<file path="config.mk">
export PLATFORM = sky130hd
export DESIGN_NAME = word_serializer
export DESIGN_NICKNAME = d
export VERILOG_FILES = /design/src/rtl/word_serializer.sv
export SDC_FILE = /design/constraint.sdc
export NUM_CORES = 1
export LEC_CHECK = 0
export ABC_AREA = 1
export BUFFER_PORTS_ARGS = -buffer_cell sky130_fd_sc_hd__buf_4
export CORE_ASPECT_RATIO = 1.75
export CORE_MARGIN = 4
export CORE_UTILIZATION = 57
export DETAILED_ROUTE_END_ITERATION = 16
export PLACE_DENSITY = 0.79
export SLEW_MARGIN = 40
export SYNTH_ARGS = -nofsm -noshare
export SYNTH_HDL_FRONTEND = slang
export SYNTH_SLANG_ARGS = --single-unit
</file>
<file path="constraint.sdc">
create_clock -name clk -period 1.3 [get_ports clk]
set_input_delay 0.065 -clock clk [delete_from_list [all_inputs] [get_ports clk]]
set_output_delay 0.065 -clock clk [all_outputs]
set_load 0.05 [all_outputs]
</file>
<file path="src/rtl/word_serializer.sv">
// Parallel-to-serial word transmitter: MSB-first, one bit per strobe, framed by frame_o.
// A one-entry holding register allows the next word to be accepted while the current one shifts.
module word_serializer #(
   parameter int unsigned WIDTH      = 32,
   parameter int unsigned BIT_PERIOD = 1,
   parameter int unsigned GAP_CYCLES = 1
) (
   input  logic             clk,
   input  logic             reset,
   input  logic [WIDTH-1:0] tx_data,
   input  logic             tx_valid,
   output logic             tx_ready,
   output logic             serial_out,
   output logic             shift_en_o,
   output logic             frame_o,
   output logic             tx_done,
   output logic             busy
);

   localparam int unsigned BW = $clog2(WIDTH) + 1;
   localparam int unsigned DW = (BIT_PERIOD > 1) ? $clog2(BIT_PERIOD) : 1;
   localparam int unsigned GW = (GAP_CYCLES > 1) ? $clog2(GAP_CYCLES) : 1;

   localparam logic [BW-1:0] BIT_LAST = BW'(WIDTH - 1);
   localparam logic [DW-1:0] DIV_LAST = DW'(BIT_PERIOD - 1);
   localparam logic [GW-1:0] GAP_LAST = GW'(GAP_CYCLES - 1);

   typedef enum logic [1:0] {StIdle, StShift, StGap} state_e;

   state_e           state_q;
   logic [WIDTH-1:0] hold_reg_q;
   logic             hold_valid_q;
   logic [WIDTH-1:0] shift_reg_q;
   logic [BW-1:0]    bit_cnt_q;
   logic [DW-1:0]    div_cnt_q;
   logic [GW-1:0]    gap_cnt_q;

   always_ff @(posedge clk) begin
      if (reset) begin
         state_q      <= StIdle;
         hold_reg_q   <= '0;
         hold_valid_q <= 1'b0;
         shift_reg_q  <= '0;
         bit_cnt_q    <= '0;
         div_cnt_q    <= '0;
         gap_cnt_q    <= '0;
      end else begin
         // Capture needs an empty holder and drain needs a full one, so they never collide.
         if (tx_valid && !hold_valid_q) begin
            hold_reg_q   <= tx_data;
            hold_valid_q <= 1'b1;
         end
         unique case (state_q)
            StIdle: begin
               if (hold_valid_q) begin
                  state_q      <= StShift;
                  shift_reg_q  <= hold_reg_q;
                  hold_valid_q <= 1'b0;
                  bit_cnt_q    <= '0;
                  div_cnt_q    <= '0;
               end
            end
            StShift: begin
               if (div_cnt_q == DIV_LAST) begin
                  shift_reg_q <= {shift_reg_q[WIDTH-2:0], 1'b0};
                  bit_cnt_q   <= bit_cnt_q + BW'(1);
                  div_cnt_q   <= '0;
                  if (bit_cnt_q == BIT_LAST) begin
                     state_q   <= StGap;
                     gap_cnt_q <= '0;
                  end
               end else begin
                  div_cnt_q <= div_cnt_q + DW'(1);
               end
            end
            StGap: begin
               if (gap_cnt_q == GAP_LAST) begin
                  if (hold_valid_q) begin
                     state_q      <= StShift;
                     shift_reg_q  <= hold_reg_q;
                     hold_valid_q <= 1'b0;
                     bit_cnt_q    <= '0;
                     div_cnt_q    <= '0;
                  end else begin
                     state_q <= StIdle;
                  end
               end else begin
                  gap_cnt_q <= gap_cnt_q + GW'(1);
               end
            end
            default: state_q <= StIdle;
         endcase
      end
   end

   // Outputs decode registered state only; nothing combinational from tx_valid/tx_data.
   assign tx_ready   = !hold_valid_q;
   assign frame_o    = (state_q == StShift);
   assign serial_out = frame_o && shift_reg_q[WIDTH-1];
   assign shift_en_o = frame_o && (div_cnt_q == DIV_LAST);
   assign tx_done    = (state_q == StGap) && (gap_cnt_q == '0);
   assign busy       = (state_q != StIdle) || hold_valid_q;

endmodule

</file>
==> metrics.txt, run 1 <==
run status=finished, violations left; failing checks=setup timing; Starting Density=0.590; root buffer selected by CTS=clkbuf_8; post-synthesis register bit count=73; Max Cap Viol=0; Distinct cells, synth=22; share of cells above drive strength 1=0.196; Slew Limit Fails=0; clock tree buffer depth=2; P per Cell Area=roughly 1200 nW/um^2; normalized max-slew margin=0.775; vias in the first global route=2,989; critical path fanouts, max=10; DR WL/cell=approximately 14 microns; DR pass1 iterations=7; most frequent cells in the layout=nand2_1 (142), nor2_1 (71), dfxtp_1 (70), buf_4 (43), inv_1 (40); hpwl dp=4170 microns; routability cong.=between 0.7 and 0.8; period utilization=1.03; clk_lat worst skew=approximately 0.35 ns; Core ar.=around 5300 sq um; Die Span X=between 60 and 70 microns; Final Critical Period=about 1.3 ns; crit start category=flop; Setup Viol. Count Final=6; Peak VDD IR=between 800 and 900 uV; syn_nets=between 400 and 500; clk_skew=roughly 0.013 ns; post-route cell area=between 4000 and 5000 sq um; CTS H-tree depth=3; 1st-iter DRT viols=~170; Mean Syn Cell Area=between 7 and 8 sq um; total wire length=just over 8000 microns; CTS tree=yes; # nets final=553; antenna cells=0; largest net degree at the start of global routing=37; ANT nets after route=0; CP arrival=1.61 ns; Syn-to-layout area delta=33.4%; Die H=106 microns; register area share after synthesis=0.471; HP Class=in -> reg; Place WS=0.0712 ns; Final Hold Fails=0; Tightest Pin Transition=0.337 ns; first-pass GRT wire length=roughly 13,000 microns; worst setup margin=-0.0395 ns; DRC=0; clk slew on worst S/H paths=roughly 0.080 ns; I/O pins=41; GRT Overall Usage=0.245; Tot Pwr=5.09 mW; die area=slightly below 7000 sq um; RSZ-0062 raised after global routing=true; IO Port Bufs=40; Worst Path Class, Setup=reg -> reg; fmax=about 0.75 GHz; CP Data Required Time=roughly 1.6 ns; Overflow after GRT=0; routed vias/inst=around 5.2; initial antenna violation count=0; Syn Inst Count=442; DP Area=between 3000 and 4000 sq um; Via Count=a little under 3,000; Mapped Area=between 3000 and 4000 sq um; most common cell after layout, fill and taps aside=nand2_1; total CTS buffers=9; CP Capture Type=flop; Leak Pwr=~1.8 nW; number of clock sinks=73; synth warn=0; Rows=35
==> state kept, by name (all words and copies together) (netlist names) <==
| signal | cells |
|---|---|
| bit_cnt_q | 6 |
| hold_reg_q | 32 |
| hold_valid_q | 1 |
| shift_reg_q | 32 |
| state_q | 2 |
==> report_power, final <==
| group | internal [mW] | leakage (nW) | switching (mW) |
|---|---|---|---|
| Sequential | 2.37 | 0.600 | 0.0821 |
| Combinational | 0.414 | 1.09 | 0.484 |
| Clock | 0.935 | 0.0937 | 0.795 |
==> kinds of logic after synthesis <==
kind of cell	synth area share
flops	0.471
fa+ha+maj	0.00403
simple gates	0.281
buf+inv	0.0992
compound gates	0.144
==> metrics by stage <==
| step | utilization | setup TNS [ns] | instances | hold slack [ns] |
|---|---|---|---|---|
| 3_3_place_gp | 0.656 | 0 | 523 | 0.285 |
| 3_5_place_dp | 0.656 | 0 | 523 | 0.291 |
| 5_1_grt | 0.788 | -0.962 | 576 | 0.0154 |
| 2_1_floorplan | - | 0 | 442 | 0.200 |
| 4_1_cts | 0.773 | 0 | 573 | 0.0106 |
| 6_report | 0.788 | -0.113 | 576 | 0.00177 |
==> worst max-delay path: stages, from the launching register on <==
cell,delay (ns)
dfxtp_4,0.39
inv_4,0.05
nor2_4,0.18
bufbuf_16,0.32
nand2_1,0.06
nand2_1,0.08
inv_1,0.04
a21oi_1,0.14
==> worst paths after layout <==
| path | start | end | slack (ns) | depth (start not counted) |
|---|---|---|---|---|
| hold reg to reg | shift_reg_q[1] | shift_reg_q[1] | 0.47 | 2 |
| hold / removal | tx_valid | hold_valid_q | 0.002 | 3 |
| setup / recovery | state_q[0] | shift_reg_q[31] | -0.04 | 7 |
| setup reg to reg | state_q[0] | shift_reg_q[31] | -0.04 | 7 |
==> synthesized netlist by cell type (all sizes together) <==
master | count | area (sq um)
buf | 13 | 100
o21ai | 35 | 175
ha | 1 | 12.5
nand2 | 145 | 549
nor2 | 75 | 292
clkinv | 1 | 5.00
dfxtp | 73 | 1460
clkbuf | 11 | 41.3
a21oi | 38 | 265
a211oi | 1 | 7.51
nand3 | 4 | 20.0
inv | 43 | 161
nand4 | 1 | 6.26
nor4 | 1 | 6.26
==> final cells by class <==
type	count	area [sq um]
Tap cell	55	68.8
Sequential cell	73	1470
Inverter	44	169
Clock inverter	2	38.8
Clock buffer	13	149
Fill cell	363	1110
Multi-Input combinational cell	301	1350
Timing Repair Buffer	88	893
==> layer usage <==
metal | routed length (microns) | part of all wire | global-route usage
met1 | 3230 | 0.40 | 0.272
met4 | 281 | 0.035 | 0.127
met2 | 4270 | 0.53 | 0.423
met3 | 350 | 0.043 | 0.0608
met5 | 0 | 0 | 0
==> what timing repair did <==
item | in CTS | in global routing
hold buffers | 32 | 0
gates resized for setup | 12 | 12
buffers inserted | 1 | 2
hold endpoints to repair | 32 | 0
pin swaps | 1 | 2
setup endpoints to repair | 3 | 37
cloned | 2 | 1
No activity file was read; power rests on OpenSTA's default activity.
==> run 2, diff against run 1 <==
Settings changed: ABC_AREA 1 to 0, CORE_UTILIZATION 57 to 56, PLACE_DENSITY 0.79 to 0.78.
==> run 2 against run 1 <==
Against the previous run: the run still ends with setup timing left; register-to-register slack improved by 0.12 ns; critical path depth fell by 5; sequential cell count did not move; design area fell by 9.1%; clock power fell by 17%; global-route usage fell by 0.92 points; total power fell by 12%; core utilization fell by 2.5 points; first-iteration DRC count fell by 17%; via count fell by 11%; non-clock buffer count rose by 5; largest power group unchanged; highest routed layer unchanged.
==> metrics.txt, run 2 <==
worst path bufs/invs=1 (was 3); IO Port Bufs=40 (unchanged); Worst Path Class, Setup=reg -> out (was reg -> reg); initial antenna violation count=0 (unchanged); first-pass GRT wire length=11,200 microns (was 13,100 microns); Via Count=2,653 (was 2,971); Setup Viol. Count Final=1 (was 6); clock power share=0.322 (was 0.340); most frequent cells in the layout=a21oi_1 (69), dfxtp_1 (69), nand2_1 (67), buf_4 (53), nand3_1 (37) (was nand2_1 (142), nor2_1 (71), dfxtp_1 (70), buf_4 (43), inv_1 (40)); post-synthesis register bit count=73 (unchanged); worst r2r path cells=4 (was 7); clk slew on worst S/H paths=0.07 ns (was 0.08 ns); hpwl dp=4140 microns (was 4170 microns); Slew Limit Fails=0 (unchanged); ANT nets after route=0 (unchanged); total wire length=6760 microns (was 8130 microns); Tightest Pin Transition=0.351 ns (was 0.337 ns); Sw Ratio=0.258 (was 0.268); run status=finished, violations left (unchanged); number of clock sinks=73 (unchanged); normalized max-slew margin=0.766 (was 0.775); # nets final=445 (was 553); crit path cell chain=or3_4 > buf_6 (was inv_4 > nor2_4 > bufbuf_16 > nand2_1 > nand2_1 > inv_1 > a21oi_1); Place WS=-0.00839 ns (was 0.0712 ns); syn_nets=374 (was 478); CP arrival=1.24 ns (was 1.61 ns); Post-synth EDFFs=0 (unchanged); worst r2r src=state_q[1] (was state_q[0]); Hold Path End=shift_reg_q[26] (was hold_valid_q); routed vias/inst=5.67 (was 5.16); GRT Overall Usage=0.236 (was 0.245); total CTS buffers=9 (unchanged); DP Area=3190 sq um (was 3450 sq um); most common cell in the netlist=dfxtp_1 (was nand2_1); max incr delay on CP=0.38 ns (was 0.39 ns); CTS tree=yes (unchanged); critical path fanouts, max=6 (was 10); WHS Path Cells=2 (was 3); post-route cell area=3760 sq um (was 4140 sq um); vias in the first global route=2,596 (was 2,989); P per Cell Area=1190 nW/um^2 (was 1230 nW/um^2); die area=6300 sq um (was 6730 sq um); antenna cells=0 (unchanged); worst flop-to-flop path endpoint=bit_cnt_q[2] (was shift_reg_q[31]); CP max stage cell=dfxtp_4 (unchanged); Die H=102 microns (was 106 microns); Rows=34 (was 35); most instantiated cells after synthesis=dfxtp_1 (73), a21oi_1 (69), nand2_1 (67) (was nand2_1 (143), dfxtp_1 (73), nor2_1 (73)); Peak VDD IR=1080 uV (was 835 uV); HP Class=in -> reg (unchanged); Net Switching=1.15 mW (was 1.36 mW); synth warn=0 (unchanged); clk_lat worst skew=0.33 ns (was 0.35 ns); fmax=0.765 GHz (was 0.747 GHz); share of cells above drive strength 1=0.215 (was 0.196); 1st-iter DRT viols=142 (was 172); clk_skew=0.00860 ns (was 0.0131 ns); Syn-to-layout area delta=33.0% (was 33.4%); Syn Inst Count=338 (was 442); Mean Syn Cell Area=8.38 sq um (was 7.02 sq um); Starting Density=0.574 (was 0.590); Overflow after GRT=0 (unchanged); CP Capture Type=output port (was flop); Distinct cells, synth=29 (was 22); Mapped Area=2830 sq um (was 3100 sq um); Core ar.=4930 sq um (was 5260 sq um); RSZ-0062 raised after global routing=true (unchanged); Synth Flop Type=dfxtp_1 (unchanged); Die Span X=61.8 microns (was 63.8 microns); period utilization=1.01 (was 1.03); Final Critical Period=1.31 ns (was 1.34 ns); delay-heaviest family, CP=flip-flops (was buffers and inverters); DRC=0 (unchanged); register area share after synthesis=0.516 (was 0.471); Final Hold Fails=0 (unchanged); CTS H-tree depth=3 (unchanged); crit start category=flop (unchanged); worst setup margin=-0.00705 ns (was -0.0395 ns); routability cong.=0.750 (was 0.799); asr flop ratio synth=0 (unchanged); post-synth top area share=0.516 (was 0.471); Leak Pwr=1.42 nW (was 1.79 nW); I/O pins=41 (unchanged); failing checks=setup timing (unchanged); clock tree buffer depth=2 (unchanged); cell taking the most area after synthesis=dfxtp_1 (unchanged); Hold Crit Start=reset (was tx_valid); Logic pwr share=0.143 (was 0.177); CP Data Required Time=1.24 ns (was 1.58 ns); largest net degree at the start of global routing=32 (was 37); sequential share of power=0.534 (was 0.483); largest cells by area after synthesis=dfxtp_1 (52%), a21oi_1 (12%), nand2_1 (8.9%), a22oi_1 (8.2%), nand3_1 (6.5%) (was dfxtp_1 (47%), nand2_1 (17%), nor2_1 (8.8%), a21oi_2 (5.6%), o21ai_0 (5.6%)); Max Cap Viol=0 (unchanged); Internal Dissipation=3.31 mW (was 3.72 mW); root buffer selected by CTS=clkbuf_8 (unchanged); Worst R2R Setup Slack=0.08 ns (was -0.04 ns); DR pass1 iterations=4 (was 7); Top Registers=hold_reg_q x32, shift_reg_q x32, bit_cnt_q x6 (unchanged); DR WL/cell=14.4 microns (was 14.1 microns)
[run 2: cell families (layout without fill, tap and decap cells)]
| kind of cell | after synthesis | after routing | synth area share |
|---|---|---|---|
| muxes | 3 | 3 | 0.0119 |
| DFF | 73 | 73 | 0.516 |
| and+or+nand+nor | 123 | 123 | 0.197 |
| AOI/OAI and AO/OA | 103 | 103 | 0.211 |
| buffers and inverters | 35 | 111 | 0.0601 |
| adders and majority gates | 1 | 1 | 0.00442 |
[run 2: how the worst max path moves through the flow]
stage / start / endpoint / slack, ns / depth (start not counted)
4_1_cts: hold_valid_q / shift_reg_q[5] / -0.03 / 4
2_1_floorplan: state_q[1] / serial_out / 0.06 / 4
6_report: state_q[0] / busy / -0.007 / 2
3_3_place_gp: hold_valid_q / shift_reg_q[7] / 0.02 / 4
5_1_grt: state_q[0] / busy / -0.04 / 2
3_5_place_dp: state_q[0] / shift_reg_q[28] / -0.008 / 5
[run 2: metrics by stage]
| step | TNS, ns | std cells | power [mW] | util | hold WS, ns |
|---|---|---|---|---|---|
| after floorplan | 0 | 338 | 2.75 | - | 0.201 |
| after global placement | 0 | 417 | 2.93 | 0.647 | 0.313 |
| after detailed placement | -0.0258 | 417 | 2.95 | 0.647 | 0.322 |
| after CTS | -0.294 | 467 | 4.47 | 0.751 | 0.114 |
| after global routing | -0.0518 | 468 | 4.67 | 0.763 | 0.145 |
| final | -0.00705 | 468 | 4.46 | 0.763 | 0.133 |
[run 2: layer usage]
metal  track usage  vias to the layer above  part of all wire
met5             0                        -                 0
met4         0.129                        0             0.021
met3        0.0316                       11             0.029
met2         0.404                       57              0.54
met1         0.271                     1259              0.41
li1              -                     1326                 -
[run 2: power groups by stage]
stage               Clock, mW  Sequential, mW  Combinational [mW]
floorplan                   0            2.41               0.331
global placement            0            2.43               0.507
detailed placement          0            2.43               0.516
CTS                      1.47            2.38               0.611
global route             1.57            2.39               0.699
finish                   1.44            2.38               0.639
[run 2: cell type report]
class	instances	area, sq um
Clock buffer	12	135
Clock inverter	4	20.0
Fill cell	365	1170
Inverter	2	12.5
Multi-Input combinational cell	230	1230
Sequential cell	73	1470
Tap cell	54	67.6
Timing Repair Buffer	93	828
[run 2: worst register-to-register path, cell delays in order (launching register included)]
cell      delay [ns]
dfxtp_2         0.34
nand2b_4        0.16
buf_6           0.12
mux2_2          0.33
a211oi_2        0.20
[run 2: timing repair]
item,4_1_cts,5_1_grt
pin swaps,0,1
gates cloned,0,0
hold buffers,32,0
resized for setup,7,16
setup endpoints to repair,27,69
hold endpoints to repair,32,0
setup buffers,2,1
==> run 3, diff against run 2 <==
Settings changed: CTS_BUF_LIST from default to sky130_fd_sc_hd__clkbuf_16.
==> run 3 against run 2 <==
Against the previous run: the run still ends with setup timing left; sequential share of layout area shrank 0.99 points; routed wire length is 3.7% higher; core utilization rose by 2.0 points; critical endpoint is now bit_cnt_q[2]; largest cell class unchanged; largest power group unchanged; highest routed layer unchanged.
==> metrics.txt, run 3 (synthesis gave the netlist of run 2 again) <==
run status=finished, violations left (unchanged); failing checks=setup timing (unchanged); CP max stage cell=dfxtp_2 (was dfxtp_4); fmax=0.769 GHz (was 0.765 GHz); CTS tree=yes (unchanged); DR pass1 iterations=5 (was 4); worst r2r path cells=4 (unchanged); crit start category=flop (unchanged); DR WL/cell=15.0 microns (was 14.4 microns); GRT Overall Usage=0.250 (was 0.236); most frequent cells in the layout=a21oi_1 (69), dfxtp_1 (69), nand2_1 (67), buf_4 (51), nand3_1 (37) (was a21oi_1 (69), dfxtp_1 (69), nand2_1 (67), buf_4 (53), nand3_1 (37)); share of cells above drive strength 1=0.218 (was 0.215); Final Hold Fails=0 (unchanged); Starting Density=0.574 (unchanged); Via Count=2,693 (was 2,653); worst path bufs/invs=1 (unchanged); RSZ-0062 raised after global routing=true (unchanged); P per Cell Area=1330 nW/um^2 (was 1190 nW/um^2); CP arrival=1.54 ns (was 1.24 ns); post-route cell area=3860 sq um (was 3760 sq um); Die H=102 microns (unchanged); worst setup margin=-0.000155 ns (was -0.00705 ns); routability cong.=0.750 (unchanged); Tot Pwr=5.15 mW (was 4.46 mW); Setup Viol. Count Final=1 (unchanged); clk slew on worst S/H paths=0.05 ns (was 0.07 ns); GR peak layer=met2 (unchanged); DRC=0 (unchanged); root buffer selected by CTS=clkbuf_16 (was clkbuf_8); Overflow after GRT=0 (unchanged); Final Critical Period=1.30 ns (was 1.31 ns); critical path depth=4 (was 2); critical path fanouts, max=4 (was 6); Hold Slack=0.00612 ns (was 0.133 ns); Leak Pwr=1.48 nW (was 1.42 nW); die area=6300 sq um (unchanged); CP Capture Type=flop (was output port); CP Data Required Time=1.54 ns (was 1.24 ns); Filler cells=349 (was 365); Syn-to-layout area delta=36.4% (was 33.0%); Tightest Pin Transition=0.355 ns (was 0.351 ns); Top Registers=hold_reg_q x32, shift_reg_q x32, bit_cnt_q x6 (unchanged); ANT nets after route=0 (unchanged); total CTS buffers=9 (unchanged); Core Util, Final=0.783 (was 0.763); met3 Track Usage GR=0.0733 (was 0.0316); # nets final=444 (was 445); hpwl dp=4140 microns (unchanged); routed vias/inst=5.77 (was 5.67); CP Launch Point=state_q[1] (was state_q[0]); placed insts=417 (unchanged); largest net degree at the start of global routing=32 (unchanged); Slew Limit Fails=0 (unchanged); clock tree buffer depth=2 (unchanged); IO Port Bufs=40 (unchanged); worst r2r src=state_q[1] (unchanged); Rows=34 (unchanged); 1st-iter DRT viols=169 (was 142); Core ar.=4930 sq um (unchanged); total wire length=7010 microns (was 6760 microns); initial antenna violation count=0 (unchanged); worst flop-to-flop path endpoint=bit_cnt_q[2] (unchanged); I/O pins=41 (unchanged); crit path cell chain=nand2b_4 > buf_6 > mux2_2 > a211oi_2 (was or3_4 > buf_6); met1 Use GR=0.293 (was 0.271); Setup crit end=bit_cnt_q[2] (was busy); Worst Path Class, Setup=reg -> reg (was reg -> out); HP Class=in -> reg (unchanged); DP Area=3190 sq um (unchanged); number of clock sinks=73 (unchanged); clk_lat worst skew=0.33 ns (about the same); period utilization=1.00 (was 1.01); clk_skew=0.00655 ns (was 0.00860 ns); CTS H-tree depth=3 (unchanged); Peak VDD IR=1390 uV (was 1080 uV); met2 Use GR=0.400 (was 0.404); max incr delay on CP=0.34 ns (was 0.38 ns); Die Span X=61.8 microns (unchanged); WHS Path Cells=3 (was 2); antenna cells=0 (unchanged); Hold Crit Start=tx_data[6] (was reset); vias in the first global route=2,588 (was 2,596); Non-Filler Instances=467 (was 468); normalized max-slew margin=0.764 (was 0.766); first-pass GRT wire length=11,600 microns (was 11,200 microns); Max Cap Viol=0 (unchanged); delay-heaviest family, CP=flip-flops (unchanged); Worst R2R Setup Slack=-0.0002 ns (was 0.08 ns)
## run 3: cell count changes in the layout (fill, tap and decap cells not counted), moves of 2 or more
cell,previous run,this run
clkbuf_1,3,0
dlygate4sd3_1,32,30
clkbuf_8,9,0
buf_4,53,51
inv_1,1,4
clkbuf_16,0,9
## run 3: worst min path at each step
stage                           endpoint  slack (ns)
final                      hold_reg_q[6]       0.006
after global routing       hold_reg_q[6]        0.02
after CTS                  hold_reg_q[6]       0.001
after detailed placement  hold_reg_q[31]        0.32
after global placement    hold_reg_q[12]        0.31
after floorplan            hold_reg_q[0]        0.20
## run 3: through the flow
stage / setup WS, ns / TNS [ns]
2_1_floorplan: 0.0644 / 0
3_3_place_gp: 0.0228 / 0
3_5_place_dp: -0.00839 / -0.0258
4_1_cts: -0.000636 / -0.000636
5_1_grt: -0.0566 / -0.0755
6_report: -0.000155 / -0.000155
## run 3: area by class of cell
class | instances | area (sq um) | area share
clock buffer | 9 | 225 | 0.0583
multi-input combinational | 230 | 1230 | 0.319
inverter | 2 | 12.5 | 0.00324
tap | 54 | 67.6 | 0.0175
sequential | 73 | 1470 | 0.380
timing repair buffer | 91 | 820 | 0.212
clock inverter | 7 | 31.3 | 0.00810
timing repair inverter | 1 | 5.00 | 0.00130
## run 3: where the power goes
group / leakage, nW / internal, mW / switching (mW)
Sequential: 0.597 / 2.33 / 0.0567
Combinational: 0.739 / 0.303 / 0.342
Clock: 0.143 / 1.25 / 0.868
Total: 1.48 / 3.89 / 1.27
## run 3: tightest hold or removal path: cells and delay by family
kind	cells	cell delay [ns]
compound gates	1	0.06
buf+inv	1	0.11
simple gates	1	0.05
## run 3: routing by layer
metal / up-vias / share of wire
met5: - / 0
met4: 0 / 0.030
met3: 18 / 0.036
met2: 70 / 0.53
met1: 1286 / 0.40
li1: 1319 / -
## run 3: timing repair
| action | CTS | global route |
|---|---|---|
| hold endpoints to repair | 30 | 0 |
| gates cloned | 0 | 1 |
| endpoints found under the setup margin | 26 | 63 |
| resized for setup | 11 | 15 |
| hold buffers | 30 | 0 |
| setup buffers | 3 | 0 |
